## src/rtl/pulse_interval_meter.sv

```systemverilog
// Measures the tick count between a start pulse and a stop pulse,
// and classifies it as short, long or overflowed against a window.
module pulse_interval_meter #(
    parameter int WIDTH     = 16,
    parameter int MIN_TICKS = 10,
    parameter int MAX_TICKS = 50
) (
    input  logic             clk,
    input  logic             reset,
    input  logic             start,
    input  logic             stop,
    output logic             busy,
    output logic             done,
    output logic [WIDTH-1:0] result,
    output logic             short,
    output logic             long,
    output logic             ovf
);

    localparam logic [0:0] IDLE = 1'b0;
    localparam logic [0:0] RUN  = 1'b1;

    // Window limits may exceed the counter range (e.g. a narrow
    // counter with the default window), so compare at >= 32 bits.
    localparam int CW = (WIDTH > 32) ? WIDTH : 32;
    localparam logic [CW-1:0] MIN_C = CW'(MIN_TICKS);
    localparam logic [CW-1:0] MAX_C = CW'(MAX_TICKS);
    localparam logic [WIDTH-1:0] CNT_MAX = '1;
    localparam logic [WIDTH-1:0] CNT_ONE = WIDTH'(1);

    logic [0:0]       state;
    logic [WIDTH-1:0] cnt;
    logic [CW-1:0]    cnt_ext;
    logic             at_limit;
    logic             is_short;
    logic             is_long;

    // Window classification of the count about to be latched.
    always_comb begin
        cnt_ext  = CW'(cnt);
        at_limit = (cnt == CNT_MAX);
        is_short = (cnt_ext < MIN_C);
        is_long  = (cnt_ext > MAX_C);
    end

    assign busy = (state == RUN);

    // Measurement FSM: counts ticks in RUN, latches result on stop
    // or on reaching the counter limit; start always (re)arms.
    always_ff @(posedge clk) begin
        if (reset) begin
            state  <= IDLE;
            cnt    <= '0;
            done   <= 1'b0;
            result <= '0;
            short  <= 1'b0;
            long   <= 1'b0;
            ovf    <= 1'b0;
        end else begin
            done <= 1'b0;
            case (state)
                IDLE: begin
                    if (start) begin
                        cnt   <= CNT_ONE;
                        state <= RUN;
                    end
                end
                RUN: begin
                    if (stop) begin
                        result <= cnt;
                        done   <= 1'b1;
                        short  <= is_short;
                        long   <= is_long;
                        ovf    <= 1'b0;
                        if (start) begin
                            cnt <= CNT_ONE;
                        end else begin
                            state <= IDLE;
                        end
                    end else if (at_limit) begin
                        // Counter saturated without a stop: report
                        // overflow rather than wrapping.
                        result <= CNT_MAX;
                        done   <= 1'b1;
                        short  <= 1'b0;
                        long   <= 1'b1;
                        ovf    <= 1'b1;
                        if (start) begin
                            cnt <= CNT_ONE;
                        end else begin
                            state <= IDLE;
                        end
                    end else if (start) begin
                        // Retrigger: drop the running measurement.
                        cnt <= CNT_ONE;
                    end else begin
                        cnt <= cnt + CNT_ONE;
                    end
                end
                default: begin
                    state <= IDLE;
                end
            endcase
        end
    end

endmodule

```

## config.mk

```make
export PLATFORM = sky130hd
export DESIGN_NAME = pulse_interval_meter
export DESIGN_NICKNAME = d
export VERILOG_FILES = /design/src/rtl/pulse_interval_meter.sv
export SDC_FILE = /design/constraint.sdc
export NUM_CORES = 1
export LEC_CHECK = 0
export CAP_MARGIN = 15
export CORE_UTILIZATION = 40
export CTS_BUF_LIST = sky130_fd_sc_hd__clkbuf_4
export DETAILED_ROUTE_END_ITERATION = 16
export PLACE_DENSITY_LB_ADDON = 0.08
export SLEW_MARGIN = 20
export SYNTH_ARGS = -nofsm -noshare
export SYNTH_HDL_FRONTEND = slang
export SYNTH_SLANG_ARGS = --single-unit
export TNS_END_PERCENT = 5
```

## constraint.sdc

```tcl
create_clock -name clk -period 2.9 [get_ports clk]
set_clock_uncertainty 0.15 [all_clocks]
set_input_delay 0.435 -clock clk [delete_from_list [all_inputs] [get_ports clk]]
set_output_delay 0.435 -clock clk [all_outputs]
set_load 0.005 [all_outputs]
```

==> results.json, run 1 <==
{
  "final.min_clock_period_ns": 2.338,
  "wl_per_cell_um": 14.92,
  "fin_crit_sh": 0.8063,
  "cts_root_buf": "clkbuf_4",
  "path_buf_inv": 0,
  "synth.distinct_cells": 38,
  "ys_top_cells_by_count": "dfxtp_1, nor2_1, o21a_1",
  "fmax_mhz": 427.6,
  "finalPower_mw": 0.8837,
  "synth_edf_count": 0,
  "yosysWarnings": 0,
  "drc": 0,
  "cts_max_path_buffers": 2,
  "rows": 23,
  "cp_max_fo": 8,
  "antenna_found_initial": 0,
  "dieHeight_um": 66.28,
  "max-vdd-ir-drop_mv": 0.2740,
  "power_density_nw_per_um2": 449.8,
  "syn-cell-area_um2": 1653,
  "syn_to_final_growth_pct": 18.85,
  "cpPeakStageDelay_ns": 0.91,
  "ys_ff_latch": 37,
  "cellLeakagePower_nw": 0.6800,
  "finalHoldViolCount": 0,
  "ys_seq_area_frac": 0.4481,
  "vias": 1484,
  "dr.pass1.iters": 5,
  "r2r_start": "cnt[11]",
  "cts_tree": "yes",
  "cp_top_family": "compound AO/OA/AOI/OAI gates",
  "finalSetupTns_ns": 0,
  "fill_cells": 381,
  "cts_htree_levels": 2,
  "hp-class": "reg2reg",
  "cp_cell_sequence": "nand4_1 -> o311ai_0 -> o21ai_0 -> a21oi_1",
  "syn_inst": 198,
  "critical_path_class": "reg2reg",
  "synth_top_cell_area_share": 0.4481,
  "synth_flop_cell": "dfxtp_1",
  "grt_pass1_vias": 1424,
  "drt_iter0_markers": 92,
  "hold_depth": 1,
  "cpMaxStageDelayCell": "o311ai_0",
  "regArea_um2": 740.7,
  "postCtsSetupRepairBufs": 0,
  "cp_num_cells": 4,
  "post-synth-top-area-cell": "dfxtp_1",
  "cp-start-kind": "flip-flop",
  "synth_nets": 203,
  "avgViaCountPerCell": 5.537,
  "hpwl_um": 2820,
  "status": "finished, final reports clean",
  "setup_viol": 0,
  "rsz0062_at_grt": "no",
  "ios": 25,
  "die_area_um2": 4393,
  "r2r_cells": 4,
  "overflow": 0,
  "io_buffers": 24,
  "start_util": 0.4162,
  "max_slew.worst_pin.slew_ns": 0.9360,
  "multi_input_area_um2": 830.8,
  "cp-end-kind": "flip-flop",
  "clock_sinks": 37,
  "relSlewSlack": 0.3681,
  "grt_pass1_wl_um": 6865,
  "detail-route-antenna-nets": 0,
  "path_clk_slew_ns": 0.11,
  "core_um2": 3971,
  "holdBufCountCts": 0,
  "drive_gt1_frac": 0.06422,
  "diodes": 0,
  "cts_buffers": 5,
  "gp_congestion": 0.8025,
  "rrSetupSlack_ns": 0.56,
  "grt_util_all_layers": 0.2091,
  "synth_area_leaders": "dfxtp_1, o21a_1, nor2_1",
  "worstPathArrival_ns": 2.45,
  "reg2reg_to": "cnt[9]",
  "synthArstFlopShare": 0,
  "maxCapViolations": 0,
  "synth.most_common_cell": "dfxtp_1",
  "fin_nets": 223,
  "insertion_delay_ns": 0.33,
  "startpoint": "cnt[11]",
  "die_x_um": 66.28,
  "totalWireLength_um": 3999,
  "post_cts_resized": 0,
  "crit_required_ns": 3.02,
  "avgSynthCellArea_um2": 8.348,
  "grt_max_degree": 25,
  "endpoint": "cnt[9]",
  "final-max-slew-violation-count": 0
}
==> cell usage in the layout (no fill, tap or decap), types with 3 or more instances in the layout <==
cell type and n:
a21oi_1 14, buf_4 3, clkbuf_4 6, clkdlybuf4s50_1 24, dfxtp_1 37, inv_1 5, nand2_1 10, nand3_1 6
nand4_1 4, nor2_1 35, nor3_1 6, o21a_1 19, o21ai_0 7, o31ai_1 3, o41ai_1 4, or3_1 5
or4_1 4
==> per-layer routing <==
| metal | share of wire | wire length [um] | vias up | track usage |
|---|---|---|---|---|
| li1 | - | - | 750 | - |
| met1 | 0.48 | 1934 | 684 | 0.2743 |
| met2 | 0.46 | 1843 | 44 | 0.3265 |
| met3 | 0.042 | 168 | 6 | 0.05862 |
| met4 | 0.013 | 53 | 0 | 0.07181 |
| met5 | 0 | 0 | - | 0 |
==> how the worst min path moves through the flow <==
stage          startpoint    endpoint  slack (ns)
2_1_floorplan         ovf         ovf        0.31
3_3_place_gp    result[0]   result[0]        0.30
3_5_place_dp         long        long        0.30
4_1_cts        result[13]  result[13]        0.33
5_1_grt         result[3]   result[3]        0.35
6_report       result[13]  result[13]        0.32
==> worst reg2reg max path: stages, from the launching register on <==
cell      delay [ns]
dfxtp_1         0.50
nand4_1         0.33
o311ai_0        0.91
o21ai_0         0.23
a21oi_1         0.15
==> cells by family (layout without fill, tap and decap cells) <==
logic type | Yosys count | count (layout) | share of synthesized area
buf+inv | 19 | 39 | 0.04921
fa+ha+maj | 1 | 1 | 0.007569
xor+xnor | 1 | 1 | 0.005300
mux | 2 | 2 | 0.01211
compound gates | 54 | 54 | 0.2195
flops | 37 | 37 | 0.4481
simple gates | 84 | 84 | 0.2581
==> power breakdown <==
group | internal (mW) | leakage (nW) | switching (mW) | total, mW
sequential | 0.524 | 0.301 | 0.0120 | 0.536
clock | 0.0975 | 0.0292 | 0.161 | 0.258
combinational | 0.0494 | 0.350 | 0.0402 | 0.0896
total | 0.671 | 0.680 | 0.213 | 0.884
==> layout make-up <==
type | instances | share of cell area
multi-input cells | 142 | 0.4229
flip-flops and latches | 37 | 0.3771
repair buffers | 27 | 0.1338
well taps | 50 | 0.03185
clock buffers | 6 | 0.02293
inverters | 5 | 0.009554
clock inverters | 1 | 0.001911
==> stage by stage <==
step           std cells  setup WS [ns]  area [um2]  utilization  hold slack, ns
3_3_place_gp         261         0.3076        1916       0.4824          0.2974
6_report             268         0.5616        1964       0.4946          0.3221
3_5_place_dp         261         0.2062        1916       0.4824          0.3039
2_1_floorplan        198         0.8694        1653            -          0.3134
4_1_cts              268         0.5812        1964       0.4946          0.3299
5_1_grt              268         0.4677        1964       0.4946          0.3485
==> state kept, by name, indices dropped and copies added (netlist names) <==
name and flops:
cnt 16, result 16, busy 1, done 1
long 1, ovf 1, short 1
No activity file was read; power rests on OpenSTA's default activity.
==> inputs of run 2 (changes only) <==
==> constraint.sdc (replaced) <==
create_clock -name clk -period 2.03 [get_ports clk]
set_clock_uncertainty 0.15 [all_clocks]
set_input_delay 0.3045 -clock clk [delete_from_list [all_inputs] [get_ports clk]]
set_output_delay 0.3045 -clock clk [all_outputs]
set_load 0.005 [all_outputs]
==> results.json, run 2 (synthesis results as in run 1) <==
{
  "top_regs": "cnt (16), result (16)",
  "ios": 25,
  "switchingPower_mw": 0.3379,
  "place_ws_ns": -0.3470,
  "syn_to_final_growth_pct": 36.18,
  "cts_buffers": 5,
  "switching_share": 0.2184,
  "max_slew.worst_pin.slew_ns": 0.5033,
  "cp-end-kind": "flip-flop",
  "diodes": 0,
  "core_um2": 3971,
  "r2r_start": "cnt[0]",
  "worstHoldStart": "result[2]",
  "detail-route-antenna-nets": 0,
  "postCtsSetupRepairBufs": 0,
  "start_util": 0.4162,
  "finalSetupTns_ns": 0,
  "path_clk_slew_ns": 0.12,
  "critical_path_class": "in2reg",
  "cp_max_fo": 6,
  "p_clk_frac": 0.415,
  "grt_util_all_layers": 0.2191,
  "drive_gt1_frac": 0.2114,
  "setup_viol": 0,
  "overflow": 0,
  "fin_crit_sh": 0.9959,
  "seq_power_share": 0.493,
  "die_x_um": 66.28,
  "cts_tree": "yes",
  "drt_iter0_markers": 58,
  "max-vdd-ir-drop_mv": 0.4018,
  "internal_power_mw": 1.209,
  "finalPower_mw": 1.547,
  "gp_congestion": 0.8118,
  "grt_pass1_vias": 1570,
  "grt_pass1_wl_um": 7169,
  "cts_root_buf": "clkbuf_4",
  "rows": 23,
  "rrSetupSlack_ns": 0.06,
  "maxCapViolations": 0,
  "relSlewSlack": 0.6619,
  "final_common_cell": "nor2_1",
  "dr.pass1.iters": 4,
  "avgViaCountPerCell": 5.348,
  "holdPathEnd": "result[2]",
  "reg2reg_to": "cnt[13]",
  "insertion_delay_ns": 0.35,
  "final-max-slew-violation-count": 0,
  "fin_area_um2": 2251,
  "fmax_mhz": 494.6,
  "fin_nets": 250,
  "power_density_nw_per_um2": 687.4,
  "finalHoldViolCount": 0,
  "holdBufCountCts": 0,
  "clock_sinks": 37,
  "hold_depth": 1,
  "status": "finished, final reports clean",
  "cts_htree_levels": 2,
  "grt_max_degree": 25,
  "cellLeakagePower_nw": 0.8454,
  "crit_required_ns": 2.17,
  "drc": 0,
  "die_area_um2": 4393,
  "hpwl_um": 3133,
  "io_buffers": 24,
  "numPlacedInstances": 288,
  "wl_per_cell_um": 14.61,
  "vias": 1583,
  "antenna_found_initial": 0,
  "setup_slack_ns": 0.008250,
  "final.min_clock_period_ns": 2.022,
  "totalWireLength_um": 4325,
  "dieHeight_um": 66.28,
  "postLayoutCoreUtil": 0.5668,
  "r2r_cells": 4,
  "hold_slack_ns": 0.3281,
  "cp-start-kind": "input pin",
  "worstPathArrival_ns": 2.16,
  "cts_max_path_buffers": 2,
  "combPwrFrac": 0.092,
  "final_cell_mix": "nor2_1, dfxtp_1, buf_4",
  "postPlaceCellArea_um2": 2123,
  "rsz0062_at_grt": "yes",
  "final_cells": 296,
  "hp-class": "reg2reg"
}
==> run 2: cell types whose count changed in the layout (fill, tap and decap cells not counted), sizes merged <==
| cell | previous run | this run |
|---|---|---|
| buf | 3 | 30 |
| clkbuf | 6 | 5 |
| bufinv | 0 | 2 |
==> run 2: power by group through the flow <==
stage                     clock (mW)  sequential (mW)  combinational [mW]
after floorplan                    0            0.780              0.0649
after global placement             0            0.776               0.141
after detailed placement           0            0.778               0.144
after CTS                      0.652            0.762               0.144
after global routing           0.675            0.765               0.159
final                          0.642            0.762               0.143
==> run 2: repair_timing <==
item	CTS	global route
pin swaps	0	1
resized for setup	3	5
setup endpoints to repair	3	23
==> run 2: layout make-up <==
class,count,area [um2]
fillers,372,1720
multi-input cells,142,854.6
flip-flops and latches,37,747.0
repair buffers,54,465.4
clock inverters,3,65.06
well taps,50,62.56
clock buffers,5,37.54
inverters,5,18.77
==> run 2: critical path: stages <==
cell	delay, ns
clkdlybuf4s50_1	0.45
nand4b_1	0.23
or4b_4	0.54
or4_1	0.48
a21oi_1	0.16
==> run 2: worst max-delay path by stage <==
stage            start       to  cells past startpoint
2_1_floorplan   cnt[0]  cnt[14]                      6
3_3_place_gp      stop  cnt[13]                      5
3_5_place_dp      stop  cnt[13]                      5
6_report          stop  cnt[13]                      5
5_1_grt           stop  cnt[13]                      5
4_1_cts        cnt[10]  cnt[13]                      4
==> run 2: per-layer routing <==
metal	GRT usage	vias to the layer above	routed length [um]
met4	0.1117	0	97
met2	0.3444	44	1947
met5	0	-	0
met1	0.2788	726	2034
met3	0.04828	11	246
li1	-	802	-
==> RTL change, RTL diff (flow settings as in run 1) <==
Register the inputs `start` and `stop` before use, cleared by the reset. The logic sees them one clock later.
--- a/src/rtl/pulse_interval_meter.sv
+++ b/src/rtl/pulse_interval_meter.sv
@@ -28,4 +28,17 @@
     localparam logic [WIDTH-1:0] CNT_MAX = '1;
     localparam logic [WIDTH-1:0] CNT_ONE = WIDTH'(1);
+
+    logic start_q;
+    logic stop_q;
+
+    always_ff @(posedge clk) begin
+        if (reset) begin
+            start_q <= '0;
+            stop_q  <= '0;
+        end else begin
+            start_q <= start;
+            stop_q  <= stop;
+        end
+    end
 
     logic [0:0]       state;
@@ -61,5 +74,5 @@
             case (state)
                 IDLE: begin
-                    if (start) begin
+                    if (start_q) begin
                         cnt   <= CNT_ONE;
                         state <= RUN;
@@ -67,5 +80,5 @@
                 end
                 RUN: begin
-                    if (stop) begin
+                    if (stop_q) begin
                         result <= cnt;
                         done   <= 1'b1;
@@ -73,5 +86,5 @@
                         long   <= is_long;
                         ovf    <= 1'b0;
-                        if (start) begin
+                        if (start_q) begin
                             cnt <= CNT_ONE;
                         end else begin
@@ -86,10 +99,10 @@
                         long   <= 1'b1;
                         ovf    <= 1'b1;
-                        if (start) begin
+                        if (start_q) begin
                             cnt <= CNT_ONE;
                         end else begin
                             state <= IDLE;
                         end
-                    end else if (start) begin
+                    end else if (start_q) begin
                         // Retrigger: drop the running measurement.
                         cnt <= CNT_ONE;
Formal check against the unedited RTL: not equivalent (a bounded check fails within 4 cycles, from zero or initial values and one cycle with reset high).
==> RTL change against run 1 <==
- final area up 12%
- largest power group unchanged
- area after synthesis up 18%
- sequential cell count up 2
- count of clock-buffer cells in the layout up 1
- highest routed layer unchanged
- worst hold slack better by 50 ps
- sequential share of layout area down 2.3 points
- sequential power up 4.7%
- power up 7.1%
- first-iteration DRC count unchanged
- setup slack better by 10 ps
- wire length up 13%
==> RTL change: results (changes against run 1) <==
Outcome
  – Outcome: completed

Setup path
  – Crit-path max cell delay: 490 ps (-420 ps)
  – Crit-path slowest cell: dfxtp_1
  – Max FO, Critical Path: 14 (+6)
  – Worst Setup SP: cnt[0]$_SDFF_PP0_
  – Worst setup path endpoint: result[7]$_SDFFE_PP0P_
  – R2R cell count: 6 (+2)
  – Worst R2R End: result[7]$_SDFFE_PP0P_

GRT
  – Pin count of the biggest net entering global routing: 28 (+12%)
  – First-pass GRT wire length: 7.50 mm (+9.2%)
  – Vias in the first global route: 1539 (+8.1%)
  – Total GRT Usage: 19.2% (-1.7 points)

Power
  – Maximum vdd ir drop: 0.250 mV (-8.6%)
  – Leakage dissipation: 0.739 nW (+8.7%)

Min path
  – Hold Path End: result[2]$_SDFFE_PP0P_
  – Worst Hold Launch: result[2]$_SDFFE_PP0P_
  – Min-Delay Path Depth: 2 (+1)

STA
  – Worst-Margin Slew: 645 ps (-291 ps)

Finish
  – Nets@finish: 235 (+5.4%)
  – Biggest regs: cnt: 16 flops, result: 16 flops
  – Share of cells above drive strength 1: 17.3% (+11 points)
  – Antenna cells: 0 (unchanged)
  – Fin cells: 285 (+6.3%)

Synthesis
  – Largest cells by area after synthesis: dfxtp_1 (40%), nor3_2 (4.6%), a21oi_1 (4.4%), nor3_1 (4.4%), nor2_1 (4.2%)
  – Count of cell types in the netlist: 47 (+24%)
  – Post-synthesis area per instance: 9.37 µm² (+12%)
  – Most frequent cells after synthesis: dfxtp_1 (39), nor2_1 (22), a21oi_1 (17), nor3_1 (17)
  – Sequential share of the synthesized area: 40.1% (-4.7 points)
  – Post-synth top flop: dfxtp_1
  – Number of synthesis warnings: 0 (unchanged)
  – Post-Syn Nets: 213 (+4.9%)

Place
  – Hpwl dp: 3.17 mm (+12%)
  – Area after DPL: 2150 µm² (+12%)
  – Placer congestion estimate: 0.794 (-1.1%)
  – Post-placement cell count: 277 (+6.1%)

Detailed routing
  – WL/cell: 15.9 µm (+6.6%)
  – Vias: 1635 (+10%)

Floorplan
  – Die width: 71.8 µm (+8.3%)

CTS
  – CTS Root Cell: clkbuf_4
  – Worst-Skew Late Latency: 360 ps (+30 ps)
  – Post-CTS Setup Bufs: 0 (unchanged)
-- RTL change: cell families (layout without fill, tap and decap cells) --
kind of cell	after synthesis	after routing	share of synthesized area, %
buffers and inverters	20	43	8.35
AO/OA/AOI/OAI	50	50	19.2
flip-flops	39	39	40.1
adder cells (fa/ha/maj)	1	1	0.642
AND/OR/NAND/NOR	95	95	30.3
multiplexers	2	2	1.03
XOR/XNOR	1	1	0.450
-- RTL change: area by class of cell --
type,instances,area [µm²]
well taps,54,67.6
inverters,7,26.3
repair buffers,28,270
clock buffers,7,52.6
multi-input cells,149,1000
flip-flops and latches,39,781
clock inverters,1,5.00
fillers,452,2480
-- RTL change: per-stage QoR --
stage                     setup slack [ps]  hold WS (ps)  util, %
after global placement                 731           350     45.8
after floorplan                        898           331        -
after detailed placement               630           356     45.8
final                                  572           372     47.0
after global routing                   399           401     47.0
after CTS                              600           374     47.0
-- RTL change: power by group --
part           internal, mW  leakage (nW)  switching, mW
sequential            0.549         0.316         0.0123
combinational        0.0434         0.387         0.0489
clock                 0.113        0.0361          0.180
-- RTL change: critical path, delay by kind of cell, from the launching register on --
kind                       cells  cell delay, ps
AOI/OAI and AO/OA              2             530
and+or+nand+nor                2             450
DFF                            1             490
adders and majority gates      1             330
buffers and inverters          1             320
-- RTL change: per-layer routing --
layer | vias to the layer above | part of all wire, % | global-route usage [%] | routed length (µm)
li1 | 819 | - | - | -
met1 | 774 | 48 | 23.9 | 2170
met2 | 33 | 47 | 32.8 | 2140
met3 | 9 | 3.4 | 3.38 | 152
met4 | 0 | 1.7 | 7.84 | 76
met5 | - | 0 | 0 | 0
